<file path="src/rtl/bram_pkg.sv">
// Shared constants and state encoding for the 512x64 block RAM front-end.
package bram_pkg;
    localparam int RAM_DEPTH_LOG2 = 9;
    localparam int RAM_WIDTH      = 64;
    localparam int RAM_SEL_W      = 8;

    typedef enum logic {
        CLEAR = 1'b0,
        RUN   = 1'b1
    } state_t;
endpackage

</file>
<file path="src/rtl/bram_wb_ctrl_if.sv">
// Pipelined Wishbone B4 bus bundle between the bus master and the RAM front-end.
interface bram_wb_ctrl_if #(
    parameter int ADR_W = 29
);
    import bram_pkg::*;

    logic                 cyc;
    logic                 stb;
    logic                 we;
    logic [RAM_SEL_W-1:0] sel;
    logic [ADR_W-1:0]     adr;
    logic [RAM_WIDTH-1:0] dat_w;
    logic [RAM_WIDTH-1:0] dat_r;
    logic                 ack;
    logic                 stall;

    modport master (output cyc, stb, we, sel, adr, dat_w, input dat_r, ack, stall);
    modport slave  (input cyc, stb, we, sel, adr, dat_w, output dat_r, ack, stall);
endinterface

</file>
<file path="src/rtl/bram_clear_seq.sv">
// Address sequencer for the post-reset zero-fill of the RAM array.
module bram_clear_seq #(
    parameter int DEPTH_LOG2 = 9
) (
    input  logic                  clk,
    input  logic                  rst_n,
    input  logic                  en,
    output logic [DEPTH_LOG2-1:0] cnt,
    output logic                  done,
    output logic                  busy
);
    always_ff @(posedge clk) begin
        if (!rst_n) begin
            cnt <= '0;
        end else if (en) begin
            cnt <= cnt + 1'b1;
        end
    end

    // Last address of the sweep; the FSM leaves CLEAR on this edge.
    assign done = en & (cnt == {DEPTH_LOG2{1'b1}});
    assign busy = en;
endmodule

</file>
<file path="src/rtl/bram_wb_ctrl.sv">
// Wishbone slave driving a 512x64 block RAM with single-cycle accesses and
// acks aligned to the RAM's one-cycle read latency; optional zero-fill after reset.
module bram_wb_ctrl
    import bram_pkg::*;
#(
    parameter int ADR_W          = 29,
    parameter bit CLEAR_ON_RESET = 1'b1,
    parameter int DEPTH_LOG2     = RAM_DEPTH_LOG2
) (
    input  logic                  CLK,
    input  logic                  RST_N,
    bram_wb_ctrl_if.slave         wb,
    output logic                  ram_en,
    output logic [RAM_SEL_W-1:0]  ram_we,
    output logic [DEPTH_LOG2-1:0] ram_a,
    output logic [RAM_WIDTH-1:0]  ram_di,
    input  logic [RAM_WIDTH-1:0]  ram_do,
    output logic                  clear_busy
);
    state_t                state;
    state_t                state_nxt;
    logic [DEPTH_LOG2-1:0] clr_cnt;
    logic                  clr_done;
    logic                  accept;
    logic                  stall;
    logic                  ack_q;
    logic                  rd_q;

    bram_clear_seq #(.DEPTH_LOG2(DEPTH_LOG2)) u_clear_seq (
        .clk   (CLK),
        .rst_n (RST_N),
        .en    (state == CLEAR),
        .cnt   (clr_cnt),
        .done  (clr_done),
        .busy  (clear_busy)
    );

    always_ff @(posedge CLK) begin
        if (!RST_N) begin
            state <= CLEAR_ON_RESET ? CLEAR : RUN;
        end else begin
            state <= state_nxt;
        end
    end

    always_comb begin
        state_nxt = state;
        if (state == CLEAR && clr_done) begin
            state_nxt = RUN;
        end
    end

    // RAM is never written while reset is held, whichever path owns it.
    always_comb begin
        accept = 1'b0;
        stall  = 1'b0;
        ram_en = 1'b0;
        ram_we = '0;
        ram_a  = wb.adr[DEPTH_LOG2-1:0];
        ram_di = wb.dat_w;
        case (state)
            CLEAR: begin
                stall  = 1'b1;
                ram_a  = clr_cnt;
                ram_di = '0;
                ram_en = RST_N;
                ram_we = {RAM_SEL_W{RST_N}};
            end
            RUN: begin
                accept = wb.cyc & wb.stb & RST_N;
                ram_en = accept;
                ram_we = (accept & wb.we) ? wb.sel : '0;
            end
            default: ;
        endcase
    end

    always_ff @(posedge CLK) begin
        if (!RST_N) begin
            ack_q <= 1'b0;
            rd_q  <= 1'b0;
        end else begin
            ack_q <= accept;
            rd_q  <= accept & ~wb.we;
        end
    end

    // Dropping cyc kills an in-flight ack; read data comes straight off the RAM output register.
    assign wb.ack   = ack_q & wb.cyc;
    assign wb.dat_r = rd_q ? ram_do : '0;
    assign wb.stall = stall;
endmodule

</file>
<file path="src/flat_wrapper.sv">
// flat-port wrapper written by rule: the top's interface ports become plain ports
module bram_wb_ctrl_flat import bram_pkg::*;
#(
    parameter int ADR_W          = 29,
    parameter bit CLEAR_ON_RESET = 1'b1,
    parameter int DEPTH_LOG2     = RAM_DEPTH_LOG2
)
  (CLK, RST_N, ram_en, ram_we, ram_a, ram_di, ram_do, clear_busy, wb_cyc, wb_stb, wb_we, wb_sel, wb_adr, wb_dat_w, wb_dat_r, wb_ack, wb_stall);
  bram_wb_ctrl_if #(.ADR_W(ADR_W)) wb_i ();
  input  logic CLK;
  input  logic RST_N;
  output logic ram_en;
  output logic [RAM_SEL_W-1:0] ram_we;
  output logic [DEPTH_LOG2-1:0] ram_a;
  output logic [RAM_WIDTH-1:0] ram_di;
  input  logic [RAM_WIDTH-1:0] ram_do;
  output logic clear_busy;
  input wire logic [$bits(wb_i.cyc)-1:0] wb_cyc;
  input wire logic [$bits(wb_i.stb)-1:0] wb_stb;
  input wire logic [$bits(wb_i.we)-1:0] wb_we;
  input wire logic [$bits(wb_i.sel)-1:0] wb_sel;
  input wire logic [$bits(wb_i.adr)-1:0] wb_adr;
  input wire logic [$bits(wb_i.dat_w)-1:0] wb_dat_w;
  output wire logic [$bits(wb_i.dat_r)-1:0] wb_dat_r;
  output wire logic [$bits(wb_i.ack)-1:0] wb_ack;
  output wire logic [$bits(wb_i.stall)-1:0] wb_stall;
  assign wb_i.cyc = wb_cyc;
  assign wb_i.stb = wb_stb;
  assign wb_i.we = wb_we;
  assign wb_i.sel = wb_sel;
  assign wb_i.adr = wb_adr;
  assign wb_i.dat_w = wb_dat_w;
  assign wb_dat_r = wb_i.dat_r;
  assign wb_ack = wb_i.ack;
  assign wb_stall = wb_i.stall;
  bram_wb_ctrl #(.ADR_W(ADR_W), .CLEAR_ON_RESET(CLEAR_ON_RESET), .DEPTH_LOG2(DEPTH_LOG2)) u_core (.CLK(CLK), .RST_N(RST_N), .wb(wb_i), .ram_en(ram_en), .ram_we(ram_we), .ram_a(ram_a), .ram_di(ram_di), .ram_do(ram_do), .clear_busy(clear_busy));
endmodule
</file>
<file path="config.mk">
export PLATFORM = sky130hd
export DESIGN_NAME = bram_wb_ctrl_flat
export DESIGN_NICKNAME = d
export VERILOG_FILES = /design/src/rtl/bram_pkg.sv /design/src/rtl/bram_wb_ctrl_if.sv /design/src/rtl/bram_clear_seq.sv /design/src/rtl/bram_wb_ctrl.sv /design/src/flat_wrapper.sv
export SDC_FILE = /design/constraint.sdc
export NUM_CORES = 1
export LEC_CHECK = 0
export CAP_MARGIN = 20
export CORE_AREA = 2 2 123 125
export CTS_CLUSTER_DIAMETER = 60
export DETAILED_ROUTE_END_ITERATION = 7
export DIE_AREA = 0 0 125 127
export GPL_TIMING_DRIVEN = 0
export HOLD_SLACK_MARGIN = 0.08
export PLACE_DENSITY = 0.61
export SYNTH_ARGS = -nofsm -noshare
export SYNTH_HDL_FRONTEND = slang
export SYNTH_SLANG_ARGS = --single-unit
</file>
<file path="constraint.sdc">
create_clock -name CLK -period 1.55 [get_ports CLK]
set_input_delay 0.31 -clock CLK [delete_from_list [all_inputs] [get_ports CLK]]
set_output_delay 0.31 -clock CLK [all_outputs]
set_load 0.05 [all_outputs]
</file>
==> qor.txt, run 1 <==
Final max-slew violation count -> 0
Routed WL -> 10,270 um
Most used cell, CP -> buf_6
Syn Inst Count -> 218
Synth unique cells -> 25
Peak supply drop -> 0.0003650 V
Routed vias/inst -> 3.718
Ys Warns -> 0
DR iter-0 viols -> 68
Commonest non-fill, non-tap cell in the layout -> clkdlybuf4s50_1
Syn avg cell area -> 7.289 um2
Unrepaired setup endpoints after global routing -> yes
Routability Congestion -> 0.8857
P&R area growth vs syn -> 247.4%
Hpwl dp -> 8447 um
Fin cells -> 720
Fin nets -> 709
Grt total ovfl -> 0
Antenna viol nets, final -> 0
Pwr Density -> 255.1 nW/um2
Dpl cells -> 700
H-tree levels -> 1
CP Cell Sequence -> buf_12 -> clkbuf_16 -> buf_6 -> and2_2 -> buf_6
Fin. Hold Viols -> 0
CTS sink cnt -> 12
Final design utilization -> 38.27%
Post-route setup slack -> -0.1316 ns
Final setup vio count -> 83
Tightest Pin Transition -> 0.4022 ns
Worst Path Class, Setup -> register to primary output
Failing checks -> negative setup slack
Remaining DRCs -> 0
Maximum Capacitance Violations -> 0
Critical Path AT -> 1.37 ns
Share of layout cells above drive strength 1 -> 50.00%
Crit. End Element -> primary output
Vias -> 2,677
#FFs+latches synth -> 12
Netlist Area Pre-Place -> 1589 um2
Slew Limit Headroom -> 73.19%
Die area -> 15,880 um2
Delay of the slowest cell on the worst path -> 0.36 ns
Net Count, Synth -> 390
CTS buffer count -> 3
Leakage power -> 0.002576 uW
Register area share after synthesis -> 15.12%
Minimum clock period -> 1.682 ns
Clk slew on worst S/H paths -> 0.05 ns
Slowest cell on crit path -> dfxtp_4
Clk buf depth -> 2
Initial antenna violation count -> 0
Outcome -> complete, but fails checks
CTS tree -> done
Root Driver -> clkbuf_16
Post-Place Worst Slack -> -1.144 ns
Crit-path max FO -> 10
WL/cell -> 14.27 um
Number of port buffers -> 298
Largest net degree at the start of global routing -> 11
Fmax -> 594.7 MHz
I/O pins -> 319
Die height -> 127 um
Vias in the first global route -> 2,695
Most frequent cells in the layout -> clkdlybuf4s50_1, and2_1, buf_4
Number of antenna diodes -> 0
Clock latency on the worst-skew pair -> 0.24 ns
Placeable Area -> 14,420 um2
Hold_buf cts -> 0
Crit share post-route -> 108.5%
GRT Resource Usage Total -> 11.32%
Clk_skew -> 0.001353 ns
1st-pass router iterations -> 4
Row Count -> 44
CP Data Required Time -> 1.24 ns
Initial Utilization -> 11.02%
Die width -> 125 um
First-pass GRT wire length -> 14,690 um
Startpoint class of the critical path -> register
Worst Hold Class -> register to register
sequential cells by signal, indices dropped and copies added (netlist names):
signal,flops
u_core.u_clear_seq.cnt,9
u_core.ack_q,1
u_core.rd_q,1
u_core.state,1
worst paths after layout:
path,start,end,slack [ns],cells past startpoint
worst min register to register,u_core.u_clear_seq.cnt[6],u_core.u_clear_seq.cnt[6],0.51,2
worst max register to register,u_core.state,u_core.ack_q,-0.04,11
worst max-delay path,u_core.state,ram_di[51],-0.13,5
worst min-delay path,u_core.u_clear_seq.cnt[6],u_core.u_clear_seq.cnt[6],0.51,2
Yosys cell counts:
master	n	area (um2)
o21a_1	1	7.510
nand3_1	2	10.01
a21boi_1	3	22.52
mux2i_1	2	20.02
nand3b_1	1	7.510
nand4_1	2	12.51
or3_1	3	18.77
nand4b_4	1	23.77
nand2b_1	2	12.51
mux2_2	9	101.4
buf_6	1	11.26
o21ai_0	3	15.01
nor2_1	2	7.510
a21o_1	8	60.06
nor2b_1	3	18.77
dfxtp_1	12	240.2
nand4b_1	1	8.760
buf_2	2	10.01
inv_1	2	7.510
buf_4	2	15.01
clkbuf_1	15	56.30
ha_1	2	25.02
nand2_1	1	3.750
xnor2_1	4	35.03
and2_1	134	838.3
worst max-delay path: cells and delay by family (launching register included):
family	cells	cell delay, ns
buf+inv	4	0.59
flops	1	0.36
simple gates	1	0.18
stage by stage:
step	cell area (um2)	hold WS [ns]	setup TNS, ns	power, uW
finish	5520	0.5078	-7.097	1408
global route	5520	0.5593	-11.23	1473
CTS	5067	0.5171	-9.279	1415
detailed placement	4855	0.5117	-115.93	850.6
global placement	4855	0.4882	-113.28	847.1
floorplan	1642	0.3824	0	437.6
repair_timing:
action,in CTS,in global routing
setup buffers,12,4
endpoints found under the setup margin,149,147
cloned,0,2
resized for setup,1011,145
pin swaps,4,7
layout make-up:
cell class	count	area, um2
Buffer	18	201.4
Clock buffer	4	88.84
Fill cell	1479	8904
Inverter	2	10.01
Multi-Input combinational cell	184	1424
Sequential cell	12	249.0
Tap cell	184	230.2
Timing Repair Buffer	316	3317
metal layers:
layer	track usage, %	share of wire [%]	vias up
met2	21.04	55	97
met3	2.554	4.5	16
li1	-	-	1323
met4	2.353	2.0	0
met5	0	0	-
met1	13.33	38	1241
logic make-up (layout without fill, tap and decap cells):
logic type | after synthesis | in the layout | share of synthesized area, %
buf+inv | 22 | 340 | 6.299
flops | 12 | 12 | 15.12
mux | 11 | 11 | 7.638
simple gates | 152 | 152 | 60.55
compound gates | 15 | 15 | 6.614
xor+xnor | 4 | 4 | 2.204
fa+ha+maj | 2 | 2 | 1.575
power breakdown:
part	total, uW	switching (uW)	internal [uW]
clock	539	148	391
combinational	544	151	393
sequential	326	12.4	313
Power figures use the tool's default switching activity.
==> run 2: changes to the inputs <==
--- a/config.mk
+++ b/config.mk
@@ -6,13 +6,15 @@
 export NUM_CORES = 1
 export LEC_CHECK = 0
 export CAP_MARGIN = 20
-export CORE_AREA = 2 2 123 125
+export CELL_PAD_IN_SITES_DETAIL_PLACEMENT = 0
+export CELL_PAD_IN_SITES_GLOBAL_PLACEMENT = 2
+export CORE_ASPECT_RATIO = 1.25
+export CORE_UTILIZATION = 10
 export CTS_CLUSTER_DIAMETER = 60
 export DETAILED_ROUTE_END_ITERATION = 7
-export DIE_AREA = 0 0 125 127
 export GPL_TIMING_DRIVEN = 0
 export HOLD_SLACK_MARGIN = 0.08
-export PLACE_DENSITY = 0.61
+export PLACE_DENSITY = 0.95
 export SYNTH_ARGS = -nofsm -noshare
 export SYNTH_HDL_FRONTEND = slang
 export SYNTH_SLANG_ARGS = --single-unit
==> run 2 against run 1 <==
Register-to-register slack improved by 0.19 ns; non-clock buffer count fell by 5; final area rose by 0.20%; setup slack got worse by 0.017 ns; the flow still finishes with violations (negative setup slack); critical path depth rose by 1.
==> qor.txt, run 2 (synthesized netlist as in run 1, its figures left out) <==
Outcome -> complete, but fails checks
Failing checks -> negative setup slack
Clock latency on the worst-skew pair -> 0.24 ns (about the same)
Minimum clock period -> 1.698 ns (+0.01651 ns)
Vias in the first global route -> 2,597 (-3.6%)
Share of layout cells above drive strength 1 -> 45.95% (-4.0 points)
Routed WL -> 10,210 um (-0.56%)
Largest register FFs -> 9 (unchanged)
Fmax -> 588.9 MHz (-0.97%)
Hpwl dp -> 8187 um (-3.1%)
Post-route setup slack -> -0.1481 ns (-0.01651 ns)
Fin area -> 5532 um2 (+0.20%)
Final max-slew violation count -> 0 (unchanged)
Placeable Area -> 15,570 um2 (+7.9%)
First-pass GRT wire length -> 14,370 um (-2.2%)
Setup TNS -> -6.323 ns (+0.7739 ns)
Final setup vio count -> 78 (-6.0%)
Initial Utilization -> 10.21% (-0.81 points)
1st-pass router iterations -> 4 (unchanged)
Root Driver -> clkbuf_16
Worst Hold Class -> register to register
Startpoint class of the critical path -> register
Clk slew on worst S/H paths -> 0.04 ns (about the same)
Fin cells -> 743 (+3.2%)
Dpl cells -> 728 (+4.0%)
Unrepaired setup endpoints after global routing -> yes
Leakage power -> 0.002541 uW (-1.4%)
Remaining DRCs -> 0 (unchanged)
Area after DPL -> 4890 um2 (+0.72%)
Pwr Density -> 254.7 nW/um2 (-0.14%)
Routability Congestion -> 0.7815 (-12%)
Largest net degree at the start of global routing -> 11 (unchanged)
Crit. End Element -> primary output
Reg area -> 249.0 um2 (unchanged)
Critical Path AT -> 1.39 ns (+0.02 ns)
Crit-path max FO -> 5 (-5)
Tightest Pin Transition -> 0.3523 ns (-0.04986 ns)
Die width -> 114.8 um (-8.2%)
Most flop-heavy register -> u_core.u_clear_seq.cnt
CTS sink cnt -> 12 (unchanged)
Clk_skew -> 0.003400 ns (+0.002046 ns)
I/O pins -> 319 (unchanged)
Slew Limit Headroom -> 76.51% (+3.3 points)
Crit share post-route -> 109.6% (+1.1 points)
P&R area growth vs syn -> 248.1%
CTS buffer count -> 3 (unchanged)
Filler cell count -> 1,633 (+10%)
Die area -> 16,400 um2 (+3.3%)
WL/cell -> 13.75 um (-3.6%)
Most frequent cells in the layout -> clkdlybuf4s50_1, and2_1, buf_8
Fin. Hold Viols -> 0 (unchanged)
Post-Place Worst Slack -> -1.181 ns (-0.03734 ns)
Clk buf depth -> 2 (unchanged)
Pwr Total -> 1409 uW (about the same)
GRT Resource Usage Total -> 11.31% (-0.013 points)
Maximum Capacitance Violations -> 0 (unchanged)
Commonest non-fill, non-tap cell in the layout -> clkdlybuf4s50_1
Antenna viol nets, final -> 0 (unchanged)
Initial antenna violation count -> 0 (unchanged)
Fin nets -> 704 (-0.71%)
Routed vias/inst -> 3.622 (-2.6%)
Grt total ovfl -> 0 (unchanged)
H-tree levels -> 1 (unchanged)
Row Count -> 51 (+16%)
DR iter-0 viols -> 41 (-40%)
Area occupied by multi-input gates -> 1390 um2 (-2.4%)
CP Data Required Time -> 1.24 ns (about the same)
Number of antenna diodes -> 0 (unchanged)
Worst Path Class, Setup -> register to primary output
Vias -> 2,691 (+0.52%)
Die height -> 142.9 um (+13%)
CTS tree -> done
Peak supply drop -> 0.0002745 V (-25%)
Number of port buffers -> 298 (unchanged)
[run 2: path summary, 6_finish.rpt]
| check | startpoint | end | slack (ns) | cells after the start |
|---|---|---|---|---|
| max reg2reg | u_core.u_clear_seq.cnt[1] | u_core.u_clear_seq.cnt[8] | 0.15 | 6 |
| min reg2reg | u_core.u_clear_seq.cnt[6] | u_core.u_clear_seq.cnt[6] | 0.51 | 2 |
| min | u_core.u_clear_seq.cnt[6] | u_core.u_clear_seq.cnt[6] | 0.51 | 2 |
| max | u_core.state | ram_we[6] | -0.15 | 6 |
[run 2: per-layer routing]
| metal | routed length (um) | GRT usage (%) | part of all wire, % |
|---|---|---|---|
| met2 | 5566 | 20.61 | 54 |
| met1 | 4063 | 13.97 | 40 |
| met3 | 501 | 2.207 | 4.9 |
| met5 | 0 | 0 | 0 |
| met4 | 82 | 1.367 | 0.80 |
[run 2: stage by stage]
step           utilization, %  hold slack (ns)
2_1_floorplan               -           0.3824
3_3_place_gp            31.40           0.4860
3_5_place_dp            31.40           0.5089
4_1_cts                 34.91           0.5026
5_1_grt                 35.53           0.5326
6_report                35.53           0.5084
[run 2: critical path: stages, from the launching register on]
cell     delay [ns]
dfxtp_4        0.36
buf_12         0.14
buf_12         0.12
nor2b_4        0.14
buf_8          0.12
a21o_1         0.11
buf_6          0.16
[run 2: final cells by class]
cell class                 count  area share, %
sequential                    12          4.501
timing repair buffer         310          59.60
tap                          212          4.795
buffer                        19          4.185
clock buffer                   4          1.606
multi-input combinational    184          25.13
inverter                       2         0.1810
[run 2: timing repair]
item                        CTS  global route
pin swaps                     4             0
gates resized for setup    1112            42
hold buffers                  0             0
cloned                        6             0
buffers inserted              5             1
setup endpoints to repair   149           111
[run 2: power breakdown]
part / internal [uW] / leakage [uW] / total (uW) / switching, uW
combinational: 397 / 0.00240 / 553 / 156
sequential: 313 / 0.0000991 / 326 / 12.4
clock: 390 / 0.0000442 / 530 / 140
total: 1100 / 0.00254 / 1410 / 309
